==> src/rtl/rv_fp_decoder.sv <==
// rv_fp_decoder: RV32F/D decode stage with a 2-entry registered skid buffer
module rv_fp_decoder #(
  parameter bit ENABLE_DOUBLE = 1'b0,
  parameter bit ENABLE_FMA    = 1'b1,
  parameter int TAG_WIDTH     = 32
) (
  input  logic                 clk,
  input  logic                 rst,
  input  logic                 flush,
  input  logic [2:0]           frm,
  input  logic                 in_valid,
  output logic                 in_ready,
  input  logic [31:0]          in_instr,
  input  logic [TAG_WIDTH-1:0] in_tag,
  output logic                 out_valid,
  input  logic                 out_ready,
  output logic [4:0]           out_op,
  output logic [1:0]           out_fmt,
  output logic [2:0]           out_rm,
  output logic [4:0]           out_rs1,
  output logic [4:0]           out_rs2,
  output logic [4:0]           out_rs3,
  output logic [4:0]           out_rd,
  output logic                 out_rs1_int,
  output logic                 out_rd_int,
  output logic                 out_illegal,
  output logic [TAG_WIDTH-1:0] out_tag
);
  typedef struct packed {
    logic [4:0]           op;
    logic [1:0]           fmt;
    logic [2:0]           rm;
    logic [4:0]           rs1;
    logic [4:0]           rs2;
    logic [4:0]           rs3;
    logic [4:0]           rd;
    logic                 rs1_int;
    logic                 rd_int;
    logic                 illegal;
    logic [TAG_WIDTH-1:0] tag;
  } uop_t;
  localparam logic [4:0] OP_LOAD = 5'd0, OP_STORE = 5'd1, OP_FMADD = 5'd2, OP_ADD = 5'd6,
    OP_SUB = 5'd7, OP_MUL = 5'd8, OP_DIV = 5'd9, OP_SQRT = 5'd10, OP_SGNJ = 5'd11,
    OP_MIN = 5'd14, OP_CVT_W = 5'd16, OP_MV_X = 5'd18, OP_LE = 5'd22, OP_CVT_F_W = 5'd23,
    OP_MV_F = 5'd25, OP_CVT_FF = 5'd26;
  logic [6:0] w_opc;
  logic [4:0] w_f5, w_rs2;
  logic [2:0] w_f3, w_rm_raw;
  logic [1:0] w_fmt, w_cnt_nxt;
  logic       w_use_rm, w_ill, w_rm_bad, w_push, w_pop;
  uop_t       w_dec, r_q0, r_q1;
  logic [1:0] r_cnt;
  logic       r_in_ready;
  assign w_opc    = in_instr[6:0];
  assign w_f3     = in_instr[14:12];
  assign w_rs2    = in_instr[24:20];
  assign w_fmt    = in_instr[26:25];
  assign w_f5     = in_instr[31:27];
  // dynamic rounding resolves to frm before legality is judged
  assign w_rm_raw = (w_f3 == 3'b111) ? frm : w_f3;
  assign w_rm_bad = (w_rm_raw == 3'b101) || (w_rm_raw[2:1] == 2'b11);
  always_comb begin
    w_dec     = '0;
    w_dec.fmt = w_fmt;
    w_dec.rs1 = in_instr[19:15];
    w_dec.rs2 = w_rs2;
    w_dec.rd  = in_instr[11:7];
    w_dec.tag = in_tag;
    w_use_rm  = 1'b0;
    w_ill     = 1'b0;
    case (w_opc)
      7'b0000111, 7'b0100111: begin
        w_dec.op      = w_opc[5] ? OP_STORE : OP_LOAD;
        w_dec.fmt     = {1'b0, w_f3[0]};
        w_dec.rs1_int = 1'b1;
        w_ill         = w_f3[2:1] != 2'b01;
      end
      7'b1000011, 7'b1000111, 7'b1001011, 7'b1001111: begin
        w_dec.op  = OP_FMADD + {3'b0, w_opc[3:2]};
        w_dec.rs3 = w_f5;
        w_use_rm  = 1'b1;
        w_ill     = !ENABLE_FMA;
      end
      7'b1010011: begin
        case (w_f5)
          5'b00000: begin w_dec.op = OP_ADD; w_use_rm = 1'b1; end
          5'b00001: begin w_dec.op = OP_SUB; w_use_rm = 1'b1; end
          5'b00010: begin w_dec.op = OP_MUL; w_use_rm = 1'b1; end
          5'b00011: begin w_dec.op = OP_DIV; w_use_rm = 1'b1; end
          5'b01011: begin w_dec.op = OP_SQRT; w_use_rm = 1'b1; w_ill = w_rs2 != 5'd0; end
          5'b00100: begin w_dec.op = OP_SGNJ + {3'b0, w_f3[1:0]}; w_ill = w_f3 > 3'd2; end
          5'b00101: begin w_dec.op = OP_MIN + {4'b0, w_f3[0]}; w_ill = w_f3[2:1] != 2'b00; end
          5'b11000: begin
            w_dec.op     = OP_CVT_W + {4'b0, w_rs2[0]};
            w_dec.rd_int = 1'b1;
            w_use_rm     = 1'b1;
            w_ill        = w_rs2[4:1] != 4'd0;
          end
          5'b11010: begin
            w_dec.op      = OP_CVT_F_W + {4'b0, w_rs2[0]};
            w_dec.rs1_int = 1'b1;
            w_use_rm      = 1'b1;
            w_ill         = w_rs2[4:1] != 4'd0;
          end
          5'b11100: begin
            w_dec.op     = OP_MV_X + {4'b0, w_f3[0]};
            w_dec.rd_int = 1'b1;
            w_ill        = (w_f3[2:1] != 2'b00) || (w_rs2 != 5'd0) || (!w_f3[0] && w_fmt == 2'b01);
          end
          5'b10100: begin w_dec.op = OP_LE - {3'b0, w_f3[1:0]}; w_dec.rd_int = 1'b1; w_ill = w_f3 > 3'd2; end
          5'b11110: begin
            w_dec.op      = OP_MV_F;
            w_dec.rs1_int = 1'b1;
            w_ill         = (w_f3 != 3'd0) || (w_rs2 != 5'd0) || (w_fmt == 2'b01);
          end
          5'b01000: begin
            w_dec.op = OP_CVT_FF;
            w_use_rm = 1'b1;
            w_ill    = !ENABLE_DOUBLE || !((w_fmt == 2'b00 && w_rs2 == 5'd1) || (w_fmt == 2'b01 && w_rs2 == 5'd0));
          end
          default: w_ill = 1'b1;
        endcase
      end
      default: w_ill = 1'b1;
    endcase
    w_ill         = w_ill || w_dec.fmt[1] || (w_dec.fmt == 2'b01 && !ENABLE_DOUBLE) || (w_use_rm && w_rm_bad);
    w_dec.rm      = (w_use_rm && !w_rm_bad) ? w_rm_raw : 3'b000;
    w_dec.illegal = w_ill;
  end
  assign w_push    = in_valid && r_in_ready && !flush;
  assign w_pop     = out_valid && out_ready;
  assign w_cnt_nxt = r_cnt + {1'b0, w_push} - {1'b0, w_pop};
  // r_q0 is the head and drives the outputs directly; r_q1 is the skid slot
  always_ff @(posedge clk) begin
    if (rst || flush) begin
      r_q0       <= '0;
      r_q1       <= '0;
      r_cnt      <= 2'd0;
      r_in_ready <= 1'b1;
    end else begin
      if (w_pop) r_q0 <= (w_push && r_cnt == 2'd1) ? w_dec : r_q1;
      else if (w_push && r_cnt == 2'd0) r_q0 <= w_dec;
      if (w_push && r_cnt == 2'd1 && !w_pop) r_q1 <= w_dec;
      r_cnt      <= w_cnt_nxt;
      r_in_ready <= w_cnt_nxt < 2'd2;
    end
  end
  assign in_ready    = r_in_ready;
  assign out_valid   = r_cnt != 2'd0;
  assign out_op      = r_q0.op;
  assign out_fmt     = r_q0.fmt;
  assign out_rm      = r_q0.rm;
  assign out_rs1     = r_q0.rs1;
  assign out_rs2     = r_q0.rs2;
  assign out_rs3     = r_q0.rs3;
  assign out_rd      = r_q0.rd;
  assign out_rs1_int = r_q0.rs1_int;
  assign out_rd_int  = r_q0.rd_int;
  assign out_illegal = r_q0.illegal;
  assign out_tag     = r_q0.tag;
endmodule

==> config.mk <==
export PLATFORM = sky130hd
export DESIGN_NAME = rv_fp_decoder
export DESIGN_NICKNAME = d
export VERILOG_FILES = /design/src/rtl/rv_fp_decoder.sv
export SDC_FILE = /design/constraint.sdc
export NUM_CORES = 1
export LEC_CHECK = 0
export ABC_AREA = 1
export CELL_PAD_IN_SITES_DETAIL_PLACEMENT = 0
export CELL_PAD_IN_SITES_GLOBAL_PLACEMENT = 2
export CORE_MARGIN = 10
export CORE_UTILIZATION = 25
export DETAILED_ROUTE_END_ITERATION = 8
export GPL_TIMING_DRIVEN = 0
export PLACE_DENSITY_LB_ADDON = 0.05
export SYNTH_ARGS = -nofsm -noshare
export SYNTH_HDL_FRONTEND = slang
export SYNTH_SLANG_ARGS = --single-unit
export TNS_END_PERCENT = 30
==> constraint.sdc <==
create_clock -name clk -period 1.8 [get_ports clk]
set_input_delay 0.54 -clock clk [delete_from_list [all_inputs] [get_ports clk]]
set_output_delay 0.54 -clock clk [all_outputs]
set_load 0.05 [all_outputs]
==> flow_metrics.tcl, run 1 <==
set metrics [dict create \
    initial_utilization_pct 25.6 \
    drc 0 \
    crit_chain "clkdlybuf4s50_1, nand3_2, inv_2, nand3_2, nand2_4, buf_4, mux2i_1, a21oi_1" \
    antenna_found_initial 0 \
    place.gp.congestion 0.780 \
    min_period_over_period_pct 101 \
    layout_setup_ws_ps -10.8 \
    cts.clk_slew.worst_paths_ps 60 \
    grt_usage_pct 14.9 \
    pre_cts_ws_ps -952 \
    cap_violations 0 \
    cts_buffers 17 \
    root_buffer "clkbuf_16" \
    finalClockSkew_ps 7.30 \
    fin_tns_setup_ps -10.8 \
    fmax_mhz 552 \
    layout-drive-gt1-share_pct 24.1 \
    cts.path.max_buffers 2 \
    pwr-share-clk_pct 45.0 \
    synth_seq_cells 133 \
    crit_top_cell "nand3_2" \
    vias_per_cell 4.52 \
    grt_start_max_net_pins 17 \
    layout.nets 1076 \
    violations "negative setup slack" \
    p_int_mw 5.69 \
    cp_top_family "buffers and inverters" \
    slew_viol_final 0 \
    cts-hold-fix-buffers 0 \
    pin_count 139 \
    grt_pass1_vias 6216 \
    dr_total_vias 5997 \
    synthCells 828 \
    die_area_mm2 0.0309 \
    hold_start "r_q1[1]" \
    syn-cell-area_mm2 0.00606 \
    worstHoldEndpoint "r_q1[1]" \
    die_h_um 176 \
    worst_r2r_path_depth 10 \
    rsz0062_at_grt "yes" \
    p_seq_share_pct 38.7 \
    drtPass1Iterations 4 \
    arrival_ps 2100 \
    switching_share_pct 28.1 \
    slowest_delay_ps 470 \
    worstSkewPairLatency_ps 410 \
    max_slew_margin_pct 64.1 \
    grt-ovfl-total 0 \
    tritoncts "yes" \
    worst_setup_path_start_kind "input port" \
    die_w_um 176 \
    ir_drop_v 0.000393 \
    min_path_type "flop to flop" \
    p_switching_mw 2.22 \
    drt_iter0_drc 259 \
    slowest_stage "clkdlybuf4s50_1" \
    syn_nets 906 \
    layout_common_cells "o21ai_0 (132), dfxtp_1 (132), a21oi_1 (118)" \
    hpwl_mm 16.9 \
    yosysWarnings 0 \
    fill_cells 2654 \
    required_ps 2090 \
    finalSetupViolations 1 \
    min_path_cells 2 \
    core.rowCount 56 \
    syn2layout_area_growth_pct 46.6 \
    power_leakage_nw 3.60 \
    antenna_left 0 \
    grt_pass1_wl_mm 36.2 \
    synth.avg_cell_area_um2 7.32 \
    antenna_cells 0 \
    synth_seq_area_share_pct 43.9 \
    reg2reg_from "r_cnt[1]" \
    tightest_slew_ps 538 \
    ys_types 34 \
    fin_crit_ps 1810 \
    worstPathMaxFanout 10 \
    combPwrFrac_pct 16.3 \
    status "finished with violations" \
    core_area_mm2 0.0237 \
    worstSetupEndpointType "flop" \
    final_hold_viol_count 0 \
    routed_wl_mm 22.7 \
    htree_levels 4 \
    port_buffers 137 \
    crit_type "input port to flop" \
    cts.sinks 133 \
    rrSetupSlack_ps 110 \
    wl_per_cell_um 17.1 \
    r2r-end "r_cnt[1]" \
    crit_buf_inv 3 \
    powerDensity_mw_per_mm2 890 \
]
layer usage:
layer / share of wire [%] / track usage [%] / vias up
li1: - / - / 3100
met3: 3.5 / 3.15 / 17
met1: 48 / 19.1 / 2760
met5: 0 / 0 / -
met2: 47 / 24.5 / 120
met4: 1.2 / 4.03 / 0
Yosys cell counts (all sizes together):
library cell  instances  area, µm²
o211a                 1       10.0
o21ai               183        923
buf                  23        133
xnor2                 1       8.76
a31oi                 3       18.8
o31ai                 1       7.51
o211ai                9       67.6
and3                  1       6.26
nand3                27        165
or2                   2       12.5
clkbuf               31        146
ha                    6       75.1
nand3b                1       7.51
a21oi               124        628
nor3                 13       70.1
nand2                98        393
dfxtp               133       2660
nand4                 2       12.5
nor2                 62        258
inv                  98        368
mux2i                 9       90.1
state kept, by name, summed over array words and instances, names as in the netlist:
signal and count:
out_fmt 2, r_cnt 2, r_q1 65, out_rs1 5, out_rs1_int 1, out_rd 5, out_tag 32, out_rs3 5
out_illegal 1, in_ready 1, out_rm 3, out_rs2 5, out_rd_int 1, out_op 5
tightest hold or removal path: stages (launching register included):
cell,delay (ps)
dfxtp_1,290
inv_1,50
a21oi_1,50
what timing repair did:
item | in CTS | in global routing
endpoints found under the setup margin | 199 | 129
buffers inserted | 8 | 7
pin swaps | 6 | 9
gates resized for setup | 288 | 108
logic make-up after synthesis:
group	Yosys count	synth area share (%)
compound gates	321	27.3
flops	133	43.9
buf+inv	152	10.7
simple gates	206	15.2
mux	9	1.49
xor+xnor	1	0.144
fa+ha+maj	6	1.24
final cells by class:
class | count | area [µm²] | share of cell area, %
clock inverters | 12 | 155 | 1.75
multi-input cells | 543 | 2940 | 33.1
clock buffers | 18 | 439 | 4.94
well taps | 319 | 399 | 4.49
repair buffers | 152 | 1530 | 17.2
inverters | 98 | 375 | 4.22
plain buffers | 53 | 384 | 4.32
flip-flops and latches | 133 | 2660 | 30.0
per-stage QoR:
| stage | util [%] | cell area, µm² | hold WS [ps] | std cells | total power, mW |
|---|---|---|---|---|---|
| 3_5_place_dp | 33.1 | 7840 | 447 | 1284 | 4.38 |
| 5_1_grt | 37.5 | 8890 | 466 | 1328 | 8.29 |
| 3_3_place_gp | 33.1 | 7840 | 441 | 1284 | 4.39 |
| 2_1_floorplan | - | 6070 | 425 | 828 | 3.82 |
| 6_report | 37.5 | 8890 | 451 | 1328 | 7.91 |
| 4_1_cts | 37.0 | 8760 | 455 | 1321 | 8.00 |
worst max-delay path by stage:
stage | from | endpoint | cells past startpoint
after floorplan | r_cnt[1] | r_cnt[1] | 10
final | in_valid | out_rs2[4] | 8
after CTS | out_rd[2] | out_rd[2] | 1
after global placement | flush | r_q1[52] | 6
after detailed placement | flush | r_q1[53] | 6
after global routing | in_valid | out_tag[30] | 11
power groups by stage:
stage / Clock (mW) / Combinational (mW) / Sequential (mW)
6_report: 3.56 / 1.29 / 3.07
5_1_grt: 3.80 / 1.41 / 3.07
4_1_cts: 3.65 / 1.28 / 3.07
3_5_place_dp: 0 / 1.25 / 3.13
3_3_place_gp: 0 / 1.26 / 3.13
2_1_floorplan: 0 / 0.448 / 3.37
Power figures use the tool's default switching activity.
==> run 2, diff against run 1 <==
--- a/config.mk
+++ b/config.mk
@@ -12,6 +12,7 @@
 export CORE_UTILIZATION = 25
 export DETAILED_ROUTE_END_ITERATION = 8
 export GPL_TIMING_DRIVEN = 0
+export MAX_ROUTING_LAYER = met4
 export PLACE_DENSITY_LB_ADDON = 0.05
 export SYNTH_ARGS = -nofsm -noshare
 export SYNTH_HDL_FRONTEND = slang
==> flow_metrics.tcl, run 2 (same netlist as run 1, synthesis figures left out) <==
set metrics [dict create \
    status "finished with violations" \
    violations "negative setup slack" \
    port_buffers 137 \
    reg2reg_from "r_cnt[1]" \
    fmax_mhz 553 \
    drt_iter0_drc 237 \
    crit_buf_inv 3 \
    place.gp.congestion 0.791 \
    power_mw 7.91 \
    min_path_type "flop to flop" \
    grt_pass1_vias 6224 \
    multiInputGateArea_mm2 0.00294 \
    core_area_mm2 0.0237 \
    p_seq_share_pct 38.7 \
    pwr-share-clk_pct 45.0 \
    design_area_mm2 0.00889 \
    die_area_mm2 0.0309 \
    mostFrequentLayoutCell "dfxtp_1" \
    pre_cts_ws_ps -952 \
    dr_total_vias 5996 \
    worstPathMaxFanout 10 \
    layout_setup_ws_ps -7.25 \
    core.rowCount 56 \
    hpwl_mm 16.9 \
    die_w_um 176 \
    fin_crit_ps 1810 \
    antenna_cells 0 \
    grt_pass1_wl_mm 36.1 \
    syn2layout_area_growth_pct 46.6 \
    htree_levels 4 \
    pin_count 139 \
    grt_start_max_net_pins 17 \
    rrSetupSlack_ps 110 \
    ir_drop_v 0.000394 \
    largest-register "r_q1" \
    min_period_over_period_pct 100 \
    drc 0 \
    wl_per_cell_um 17.1 \
    crit_top_cell "nand3_2" \
    layout.nets 1076 \
    seqCellArea_mm2 0.00266 \
    finalSetupViolations 1 \
    max_slew_margin_pct 64.1 \
    utilization_pct 37.5 \
    die_h_um 176 \
    slowest_stage "clkdlybuf4s50_1" \
    routed_wl_mm 22.7 \
    rsz0062_at_grt "yes" \
    required_ps 2090 \
    cts.path.max_buffers 2 \
    arrival_ps 2100 \
    vias_per_cell 4.52 \
    hold_start "r_q1[1]" \
    cts.clk_slew.worst_paths_ps 60 \
    placed_area_mm2 0.00784 \
    worst_r2r_path_depth 10 \
    cts.sinks 133 \
    grt-ovfl-total 0 \
    r2r-end "r_cnt[1]" \
    layout_common_cells "dfxtp_1 (132), o21ai_0 (131), a21oi_1 (118)" \
    crit_type "input port to flop" \
    power_leakage_nw 3.60 \
    slowest_delay_ps 470 \
    p_switching_mw 2.23 \
    initial_utilization_pct 25.6 \
    min_path_cells 2 \
    switching_share_pct 28.1 \
    worstSkewPairLatency_ps 410 \
    drtPass1Iterations 4 \
    grt_usage_pct 15.3 \
    worst_setup_path_start_kind "input port" \
    antenna_found_initial 0 \
    p_int_mw 5.69 \
    root_buffer "clkbuf_16" \
    fill_cells 2654 \
    combPwrFrac_pct 16.3 \
    cts_buffers 17 \
    worstHoldEndpoint "r_q1[1]" \
    tritoncts "yes" \
    largest_reg_flops 65 \
    slew_viol_final 0 \
    tightest_slew_ps 538 \
    finalClockSkew_ps 6.45 \
    antenna_left 0 \
    cp_top_family "buffers and inverters" \
    layout-drive-gt1-share_pct 24.1 \
    crit_chain "clkdlybuf4s50_1, nand3_2, inv_2, nand3_2, nand2_4, buf_4, mux2i_1, a21oi_1" \
    final_hold_viol_count 0 \
    cap_violations 0 \
    worstSetupEndpointType "flop" \
    powerDensity_mw_per_mm2 890 \
]
[run 2: final cells by class]
class | count | area share [%]
buffer | 53 | 4.32
clock buffer | 18 | 4.94
clock inverter | 12 | 1.75
inverter | 98 | 4.22
multi-input combinational | 543 | 33.1
sequential | 133 | 30.0
tap | 319 | 4.49
timing repair buffer | 152 | 17.2
[run 2: how the worst max path moves through the flow]
stage / slack [ps] / to / cells after the start / start
after floorplan: -3 / r_cnt[1] / 10 / r_cnt[1]
after global placement: -1050 / r_q1[52] / 6 / flush
after detailed placement: -950 / r_q1[53] / 6 / flush
after CTS: -40 / out_rd[2] / 1 / out_rd[2]
after global routing: -80 / out_tag[30] / 11 / in_valid
final: -7 / out_rs2[4] / 8 / in_valid
[run 2: timing repair]
action                     CTS  global route
pin swaps                    6             9
setup endpoints to repair  199           129
buffers inserted             8             7
hold endpoints to repair     0             0
gates resized for setup    288           109
gates cloned                 0             0
hold buffers                 0             0
[run 2: power by group through the flow]
| stage | registers (mW) | clock network, mW | logic [mW] |
|---|---|---|---|
| 2_1_floorplan | 3.37 | 0 | 0.448 |
| 3_3_place_gp | 3.13 | 0 | 1.26 |
| 3_5_place_dp | 3.13 | 0 | 1.25 |
| 4_1_cts | 3.07 | 3.65 | 1.28 |
| 5_1_grt | 3.07 | 3.80 | 1.41 |
| 6_report | 3.07 | 3.56 | 1.29 |
[run 2: worst reg2reg max path, cell delays in order (launching register included)]
cell and delay [ps]:
dfxtp_1 320, inv_1 100, nand2_2 100, nand2_2 110, inv_2 60, ha_1 260, inv_1 40, ha_1 190
or2_2 290, nand3_1 90, inv_1 40
[run 2: routing by layer]
layer / global-route usage [%] / up-vias / part of all wire (%)
met2: 24.6 / 109 / 48
li1: - / 3099 / -
met5: - / - / 0
met3: 2.53 / 16 / 2.6
met1: 19.4 / 2772 / 49
met4: 4.13 / 0 / 1.1
[run 2: metrics by stage]
stage	std cells	hold slack [ps]	TNS [ps]
detailed placement	1284	447	-97210
global placement	1284	441	-104810
global route	1328	466	-1670
CTS	1321	455	-56.4
finish	1328	451	-7.25
floorplan	828	425	-2.79
==> run 3, diff against run 2 <==
--- a/config.mk
+++ b/config.mk
@@ -11,9 +11,11 @@
 export CORE_MARGIN = 10
 export CORE_UTILIZATION = 25
 export DETAILED_ROUTE_END_ITERATION = 8
+export GPL_ROUTABILITY_DRIVEN = 0
 export GPL_TIMING_DRIVEN = 0
 export MAX_ROUTING_LAYER = met4
 export PLACE_DENSITY_LB_ADDON = 0.05
+export RECOVER_POWER = 50
 export SYNTH_ARGS = -nofsm -noshare
 export SYNTH_HDL_FRONTEND = slang
 export SYNTH_SLANG_ARGS = --single-unit
==> flow_metrics.tcl, run 3 (same netlist as run 1, synthesis figures left out) <==
set metrics [dict create \
    power_leakage_nw 3.60 \
    status "finished with violations" \
    crit_chain "clkdlybuf4s50_1, nand3_2, inv_2, nand3_2, nand2_4, buf_4, mux2i_1, a21oi_1" \
    final_hold_viol_count 0 \
    drtPass1Iterations 4 \
    finalSetupViolations 1 \
    grt_usage_pct 15.3 \
    drt_iter0_drc 236 \
    stdcell_count 1328 \
    syn2layout_area_growth_pct 46.4 \
    worstPathMaxFanout 10 \
    worstHoldEndpoint "r_q1[1]" \
    dr_total_vias 6002 \
    worstSetupEndpointType "flop" \
    rrSetupSlack_ps 110 \
    largest_reg_flops 65 \
    worst_r2r_path_depth 10 \
    core.rowCount 56 \
    crit_type "input port to flop" \
    tightest_slew_ps 538 \
    worst_setup_path_start_kind "input port" \
    dp.cells 1284 \
    reg2reg_from "r_cnt[1]" \
    power_mw 7.92 \
    slowest_stage "clkdlybuf4s50_1" \
    worstSkewPairLatency_ps 420 \
    slew_viol_final 0 \
    cts.clk_slew.worst_paths_ps 60 \
    hpwl_mm 16.9 \
    vias_per_cell 4.52 \
    core_area_mm2 0.0237 \
    die_h_um 176 \
    grt_pass1_wl_mm 36.1 \
    drc 0 \
    wl_per_cell_um 17.1 \
    arrival_ps 2100 \
    min_period_over_period_pct 100 \
    cap_violations 0 \
    cts_buffers 17 \
    required_ps 2100 \
    fin_crit_ps 1800 \
    initial_utilization_pct 25.6 \
    cts.path.max_buffers 2 \
    cts-hold-fix-buffers 0 \
    r2r-end "r_cnt[1]" \
    die_area_mm2 0.0309 \
    slowest_delay_ps 470 \
    port_buffers 137 \
    mostFrequentLayoutCell "dfxtp_1" \
    grt-ovfl-total 0 \
    rsz0062_at_grt "yes" \
    largest-register "r_q1" \
    finalClockSkew_ps 7.36 \
    hold_start "r_q1[1]" \
    pin_count 139 \
    htree_levels 4 \
    min_path_type "flop to flop" \
    powerDensity_mw_per_mm2 892 \
    layout_common_cells "dfxtp_1 (132), o21ai_0 (131), a21oi_1 (118)" \
    layout.nets 1076 \
    layout-drive-gt1-share_pct 24.1 \
    layout_setup_ws_ps -3.69 \
    fmax_mhz 554 \
    crit_top_cell "nand3_2" \
    root_buffer "clkbuf_16" \
    antenna_cells 0 \
    cts.sinks 133 \
    grt_start_max_net_pins 17 \
    max_slew_margin_pct 64.1 \
    tritoncts "yes" \
    grt_pass1_vias 6224 \
    min_path_cells 2 \
    die_w_um 176 \
    antenna_found_initial 0 \
    routed_wl_mm 22.7 \
    antenna_left 0 \
    violations "negative setup slack" \
    ir_drop_v 0.000396 \
]
## run 3: cell types whose count changed in the layout (fill, tap and decap cells not counted), sizes merged
| cell | previous run | this run |
|---|---|---|
| buf | 43 | 42 |
| clkbuf | 53 | 54 |
## run 3: final cells by class
| cell class | instances | area, µm² |
|---|---|---|
| Fill cell | 2656 | 14800 |
| Multi-Input combinational cell | 543 | 2940 |
| Sequential cell | 133 | 2660 |
| Timing Repair Buffer | 152 | 1530 |
| Clock buffer | 18 | 439 |
| Tap cell | 319 | 399 |
| Buffer | 53 | 375 |
| Inverter | 98 | 375 |
| Clock inverter | 12 | 155 |
## run 3: repair_timing
action	4_1_cts	5_1_grt
pin swaps	6	9
buffers inserted	8	7
setup endpoints to repair	199	129
gates resized for setup	288	109
## run 3: metal layers
metal  wire length (µm)  up-vias  GRT usage [%]  share of wire, %
met5                  0        -              -                 0
met4                284        0           4.13               1.3
met3                635       20           2.53               2.8
met2              10700      113           24.6                47
met1              11100     2768           19.4                49
li1                   -     3101              -                 -
## run 3: through the flow
stage | hold slack, ps | utilization [%] | setup WS (ps) | TNS [ps] | cell area (µm²)
2_1_floorplan | 425 | - | -2.79 | -2.79 | 6070
3_3_place_gp | 441 | 33.1 | -1050 | -104810 | 7840
3_5_place_dp | 447 | 33.1 | -952 | -97210 | 7840
4_1_cts | 455 | 37.0 | -40.2 | -56.4 | 8760
5_1_grt | 466 | 37.5 | -81.0 | -1750 | 8880
6_report | 452 | 37.5 | -3.69 | -3.69 | 8880
## run 3: worst max path at each step
stage,startpoint,to,slack (ps),depth (start not counted)
after floorplan,r_cnt[1],r_cnt[1],-3,10
after CTS,out_rd[2],out_rd[2],-40,1
final,in_valid,out_rs2[4],-4,8
after global placement,flush,r_q1[52],-1050,6
after detailed placement,flush,r_q1[53],-950,6
after global routing,in_valid,out_tag[30],-80,11
## run 3: critical path, delay by kind of cell
kind | cells | cell delay [ps]
AOI/OAI and AO/OA | 1 | 90
buffers and inverters | 3 | 800
and+or+nand+nor | 3 | 380
muxes | 1 | 280
## run 3: report_power, final
part | switching, mW | internal, mW | total (mW)
Combinational | 0.829 | 0.460 | 1.29
Clock | 1.36 | 2.20 | 3.57
Sequential | 0.0405 | 3.02 | 3.07
==> variant 1 (config.mk and constraints of run 1) <==
`TAG_WIDTH`: 32 -> 48.
--- a/src/rtl/rv_fp_decoder.sv
+++ b/src/rtl/rv_fp_decoder.sv
@@ -3,5 +3,5 @@
   parameter bit ENABLE_DOUBLE = 1'b0,
   parameter bit ENABLE_FMA    = 1'b1,
-  parameter int TAG_WIDTH     = 32
+  parameter int TAG_WIDTH     = 48
 ) (
   input  logic                 clk,
Interface: changed (resized in_tag and out_tag); port bits go from 139 to 171. The function was not compared with the original's and may differ.
==> variant 1 against run 1 <==
Routed wire length increased by 28%. Final area increased by 21%. Combinational power increased by 25%. Global-route usage increased by 0.90 points. Critical path depth decreased by 7. Area after synthesis increased by 22%. Count of clock-buffer cells in the layout increased by 1. Largest power group is now sequential cells. Critical path type is now reg -> out. Via count increased by 21%. Setup slack improved by 23 ps. Critical endpoint is now out_illegal. Total power increased by 15%. Sequential cell count increased by 32. Highest routed layer unchanged. Clock skew increased by 6.1 ps.
==> variant 1: results (changes against run 1) <==
----------------------------------------------------
[Route]
  Detailed-route via count ... 7248 (+21%)
  Drt first-iter violations ... 316 (+22%)
  Detailed-router iteration count before antenna repair ... 7 (+3)
  Wirelength, routed ... 29000 um (+28%)
  Per-cell via count in the routed design ... 4.55 (+0.69%)

[GRT]
  Vias in the first global route ... 7369 (+19%)
  Gr usage total ... 15.8% (+0.90 points)

[STA]
  Worst Max-Slew Pin Slew ... 392 ps (-147 ps)
  Largest clock skew in the final design ... 13.4 ps (+6.06 ps)
  Minimum clock period ... 1790 ps (-22.6 ps)

[Placed design]
  Placed Instances ... 1537 (+20%)
  Total of buffers placed on input and output ports ... 169 (+23%)
  Post-Place Worst Slack ... -983 ps (-30.3 ps)
  RePlAce Congestion ... 0.785 (+0.67%)

[Worst setup path]
  Delay of the slowest cell on the worst path ... 420 ps (-50 ps)
  CP delay by family, top ... flip-flops
  Arr. time, crit path ... 1250 ps (-850 ps)
  Worst setup path start ... out_illegal$_SDFFE_PP0P_
  Reg-to-reg slack, setup ... 160 ps (+50 ps)
  Cell with the largest stage delay on the worst path ... dfxtp_1
  Critical Path End ... out_illegal

[Finish]
  Max FFs per register ... 81 (+25%)
  Final Net Count ... 1291 (+20%)

[Clock tree]
  Clock latency at the later pin of the worst-skew pair ... 440 ps (+30 ps)

[Synthesis]
  Post-synthesis net count ... 1078 (+19%)
  Synth Area in Compound Gates ... 27.3% (-0.048 points)
  Fraction of synthesized area in multiplexers ... 2.03% (+0.55 points)
  Synth area leaders ... dfxtp_1 45%, o21ai_0 14%, a21oi_1 9.6%
  Post-Synth XOR/XNOR Area ... 0.119% (-0.026 points)

[Power]
  Leakage dissipation ... 4.30 nW (+19%)
  Switching Power ... 2.78 mW (+25%)

[Worst hold path]
  Sink of the worst hold path ... r_q1[26]$_SDFFE_PP0P_
  Hold Path Origin ... r_q1[26]$_SDFFE_PP0P_

[Run status]
  Run status ... finished, final reports clean

----------------------------------------------------
-- variant 1: power by group through the flow --
stage	combinational (mW)	sequential (mW)	clock (mW)
after floorplan	0.538	4.18	0
after global placement	1.54	3.88	0
after detailed placement	1.54	3.88	0
after CTS	1.58	3.80	3.79
after global routing	1.75	3.81	3.91
final	1.61	3.80	3.67
-- variant 1: layout make-up --
type | instances | area [um^2]
Clock inverter | 13 | 139
Inverter | 108 | 429
Sequential cell | 165 | 3300
Timing Repair Buffer | 194 | 2010
Fill cell | 3109 | 18200
Tap cell | 384 | 480
Buffer | 68 | 536
Clock buffer | 19 | 433
Multi-Input combinational cell | 643 | 3430
-- variant 1: kinds of logic (layout without fill, tap and decap cells) --
kind of cell             count (synthesis)  count (layout)
AO/OA/AOI/OAI                          389             389
XOR/XNOR                                 1               1
adder cells (fa/ha/maj)                  6               6
buffers and inverters                  176             402
flip-flops                             165             165
multiplexers                            15              15
AND/OR/NAND/NOR                        232             232
-- variant 1: stage by stage --
step	cell area (um^2)	total power, mW	utilization (%)	hold WS [ps]
final	10800	9.08	37.2	453
after global routing	10800	9.48	37.2	465
after CTS	10500	9.17	36.4	454
after detailed placement	9560	5.42	33.0	445
after global placement	9560	5.43	33.0	436
after floorplan	7390	4.72	-	425
-- variant 1: layer usage --
metal	GRT usage (%)	vias to the layer above	wire, um
met5	0	-	0
met4	3.16	0	214
met3	3.74	14	1610
met1	20.8	3365	13500
li1	-	3724	-
met2	25.7	145	13700
-- variant 1: what timing repair did --
item | 4_1_cts | 5_1_grt
setup buffers | 13 | 12
pin swaps | 13 | 9
hold buffers | 0 | 0
setup endpoints to repair | 246 | 160
gates cloned | 0 | 0
gates resized for setup | 343 | 80
==> variant 2 (config.mk and constraints of run 1) <==
Without the edit above. Remove the case item `5'b11000` of the case on `w_f5`.
--- a/src/rtl/rv_fp_decoder.sv
+++ b/src/rtl/rv_fp_decoder.sv
@@ -91,10 +91,4 @@
           5'b00100: begin w_dec.op = OP_SGNJ + {3'b0, w_f3[1:0]}; w_ill = w_f3 > 3'd2; end
           5'b00101: begin w_dec.op = OP_MIN + {4'b0, w_f3[0]}; w_ill = w_f3[2:1] != 2'b00; end
-          5'b11000: begin
-            w_dec.op     = OP_CVT_W + {4'b0, w_rs2[0]};
-            w_dec.rd_int = 1'b1;
-            w_use_rm     = 1'b1;
-            w_ill        = w_rs2[4:1] != 4'd0;
-          end
           5'b11010: begin
             w_dec.op      = OP_CVT_F_W + {4'b0, w_rs2[0]};
Function: changed (a bounded check fails within 4 cycles, from zero or initial values).
==> variant 2 against run 1 <==
Total power decreased by 2.1%. Setup slack improved by 58 ps. Maximum frequency increased by 3.3%. Synthesized cell count increased by 1.1%. Critical path depth decreased by 5. Final area decreased by 0.51%. Area after synthesis unchanged. Die area unchanged. Sequential cell count unchanged. Via count increased by 0.33%. Routed wire length increased by 0.79%. Largest cell class unchanged. Largest power group unchanged.
==> variant 2: results (changes against run 1) <==
----------------------------------------------------
[Synthesis]
  Syn_area_per_cell ... 7.24 um^2 (-1.1%)
  Fraction of synthesized area in multiplexers ... 1.49% (unchanged)
  Distinct cell type count of the synthesized netlist ... 32 (-5.9%)
  Post-synthesis net count ... 916 (+1.1%)
  Portion of the post-synthesis area used by sequential elements ... 43.9% (unchanged)
  Most frequent cells after synthesis ... 155 x o21ai_0, 133 x dfxtp_1, 120 x a21oi_1, 108 x nand2_1, 94 x inv_1
  Adder-Cell Fraction of Synth Area ... 1.44% (+0.21 points)
  Synth area leaders ... dfxtp_1 44%, o21ai_0 13%, a21oi_1 9.9%
  Synth Area in Compound Gates ... 26.5% (-0.80 points)
  Post-Synth XOR/XNOR Area ... 0.144% (unchanged)
  Leading register cell type out of synthesis ... dfxtp_1
  Total number of yosys warnings ... 0 (unchanged)
  Fraction of registers with async set or reset after synthesis ... 0% (unchanged)

[GRT]
  Gr usage total ... 14.5% (-0.32 points)
  Largest net degree at the start of global routing ... 17 (unchanged)
  Global-route wire length before repair ... 35300 um (-2.4%)
  Vias in the first global route ... 6203 (-0.21%)
  Initial antenna violation count ... 0 (unchanged)

[Placed design]
  Total of buffers placed on input and output ports ... 138 (+0.73%)
  HPWL reported at the end of detailed placement ... 17200 um (+1.6%)
  Placed Instances ... 1294 (+0.78%)
  RePlAce Congestion ... 0.760 (-2.6%)

[Finish]
  Proportion of layout cells with a drive suffix above 1 ... 21.6% (-2.5 points)
  Final Net Count ... 1083 (+0.65%)
  Diode count ... 0 (unchanged)
  Max FFs per register ... 65 (unchanged)
  Number of fill cells ... 2623 (-1.2%)
  Largest reg by FF count ... r_q1

[Route]
  Avg WL per Cell ... 17.1 um (+0.19%)
  Wirelength, routed ... 22900 um (+0.79%)
  Detailed-router iteration count before antenna repair ... 5 (+1)
  Detailed-route via count ... 6017 (+0.33%)
  Drt first-iter violations ... 243 (-6.2%)

[STA]
  Tightest slew margin relative to the limit ... 56.5% (-7.6 points)
  Largest clock skew in the final design ... 10.8 ps (+3.48 ps)

[Clock tree]
  Number of levels in the clock H-tree ... 4 (unchanged)
  Clock-pin slew on the worst setup and hold paths ... 60 ps (about the same)
  Root Buffer Master ... clkbuf_16
  Number of buffers added by the clock tree synthesis step ... 17 (unchanged)
  Clock latency at the later pin of the worst-skew pair ... 420 ps
  Bufs on Longest Clock Path ... 2 (unchanged)

[Worst setup path]
  Reg-to-reg slack, setup ... 110 ps (about the same)
  Arr. time, crit path ... 1210 ps (-890 ps)
  Largest driver fanout on the critical path ... 3 (-7)

[Worst hold path]
  HP Class ... reg -> reg

[Power]
  Worst IR Drop VDD ... 0.444 mV (+13%)
  Leakage dissipation ... 3.57 nW (-1.1%)

[Run status]
  Run status ... finished, final reports clean

[Flow run]
  Number of violations of the max-capacitance limit ... 0 (unchanged)

----------------------------------------------------
[variant 2: cell count changes after synthesis, moves of 6 or more]
cell             run 1  this run
o21ai_1              7        32
o21ai_0            174       155
nand2_1             92       108
clkbuf_1            28        19
nor3_1              12         3
o211ai_1             9         2
inv_1               88        94
[variant 2: path summary, 6_finish.rpt]
check	start	end	depth (start not counted)
setup reg to reg	r_cnt[1]$_SDFF_PP0_	r_cnt[1]$_SDFF_PP0_	10
setup / recovery	r_cnt[0]$_SDFF_PP0_	out_valid	3
hold reg to reg	r_q1[43]$_SDFFE_PP0P_	r_q1[43]$_SDFFE_PP0P_	2
hold / removal	r_q1[43]$_SDFFE_PP0P_	r_q1[43]$_SDFFE_PP0P_	2
[variant 2: final cells by class]
| class | count | area share (%) |
|---|---|---|
| plain buffers | 52 | 4.20 |
| clock buffers | 20 | 5.16 |
| clock inverters | 12 | 1.34 |
| inverters | 101 | 4.32 |
| multi-input cells | 551 | 32.8 |
| flip-flops and latches | 133 | 30.1 |
| well taps | 319 | 4.51 |
| repair buffers | 148 | 17.5 |
[variant 2: stage by stage]
step | TNS (ps) | cell area, um^2 | setup WS [ps] | hold slack [ps]
after floorplan | 0 | 6060 | 6.88 | 425
after global placement | -85330 | 7840 | -797 | 440
after detailed placement | -85210 | 7840 | -789 | 441
after CTS | -108 | 8590 | -16.6 | 449
after global routing | -32.6 | 8840 | -13.8 | 469
final | 0 | 8840 | 46.9 | 448
[variant 2: where the power goes]
group          leakage [nW]  internal, mW  total, mW  switching [mW]
Sequential             1.08          3.02       3.06          0.0412
Clock                 0.274          2.00       3.42            1.42
Combinational          2.21         0.442       1.26           0.820
Total                  3.57          5.46       7.75            2.28
[variant 2: per-layer routing]
| layer | wire, um | share of wire, % | track usage [%] |
|---|---|---|---|
| met2 | 11100 | 48 | 24.7 |
| met1 | 10700 | 47 | 18.2 |
| met5 | 0 | 0 | 0 |
| met4 | 178 | 0.78 | 3.50 |
| met3 | 906 | 4.0 | 3.28 |
[variant 2: worst max-delay path, stage by stage, from the launching register on]
cell and delay, ps:
dfxtp_1 380, inv_2 60, nand2_2 100, clkbuf_4 250
[variant 2: repair_timing]
| item | 4_1_cts | 5_1_grt |
|---|---|---|
| endpoints found under the setup margin | 196 | 125 |
| gates cloned | 0 | 2 |
| buffers inserted | 2 | 6 |
| gates resized for setup | 245 | 96 |
| hold buffers | 0 | 0 |
| pin swaps | 1 | 13 |
[variant 2: cells by family after synthesis]
logic type               Yosys count
buffers and inverters            153
flip-flops                       133
multiplexers                       9
XOR/XNOR                           1
AO/OA/AOI/OAI                    316
AND/OR/NAND/NOR                  218
adder cells (fa/ha/maj)            7
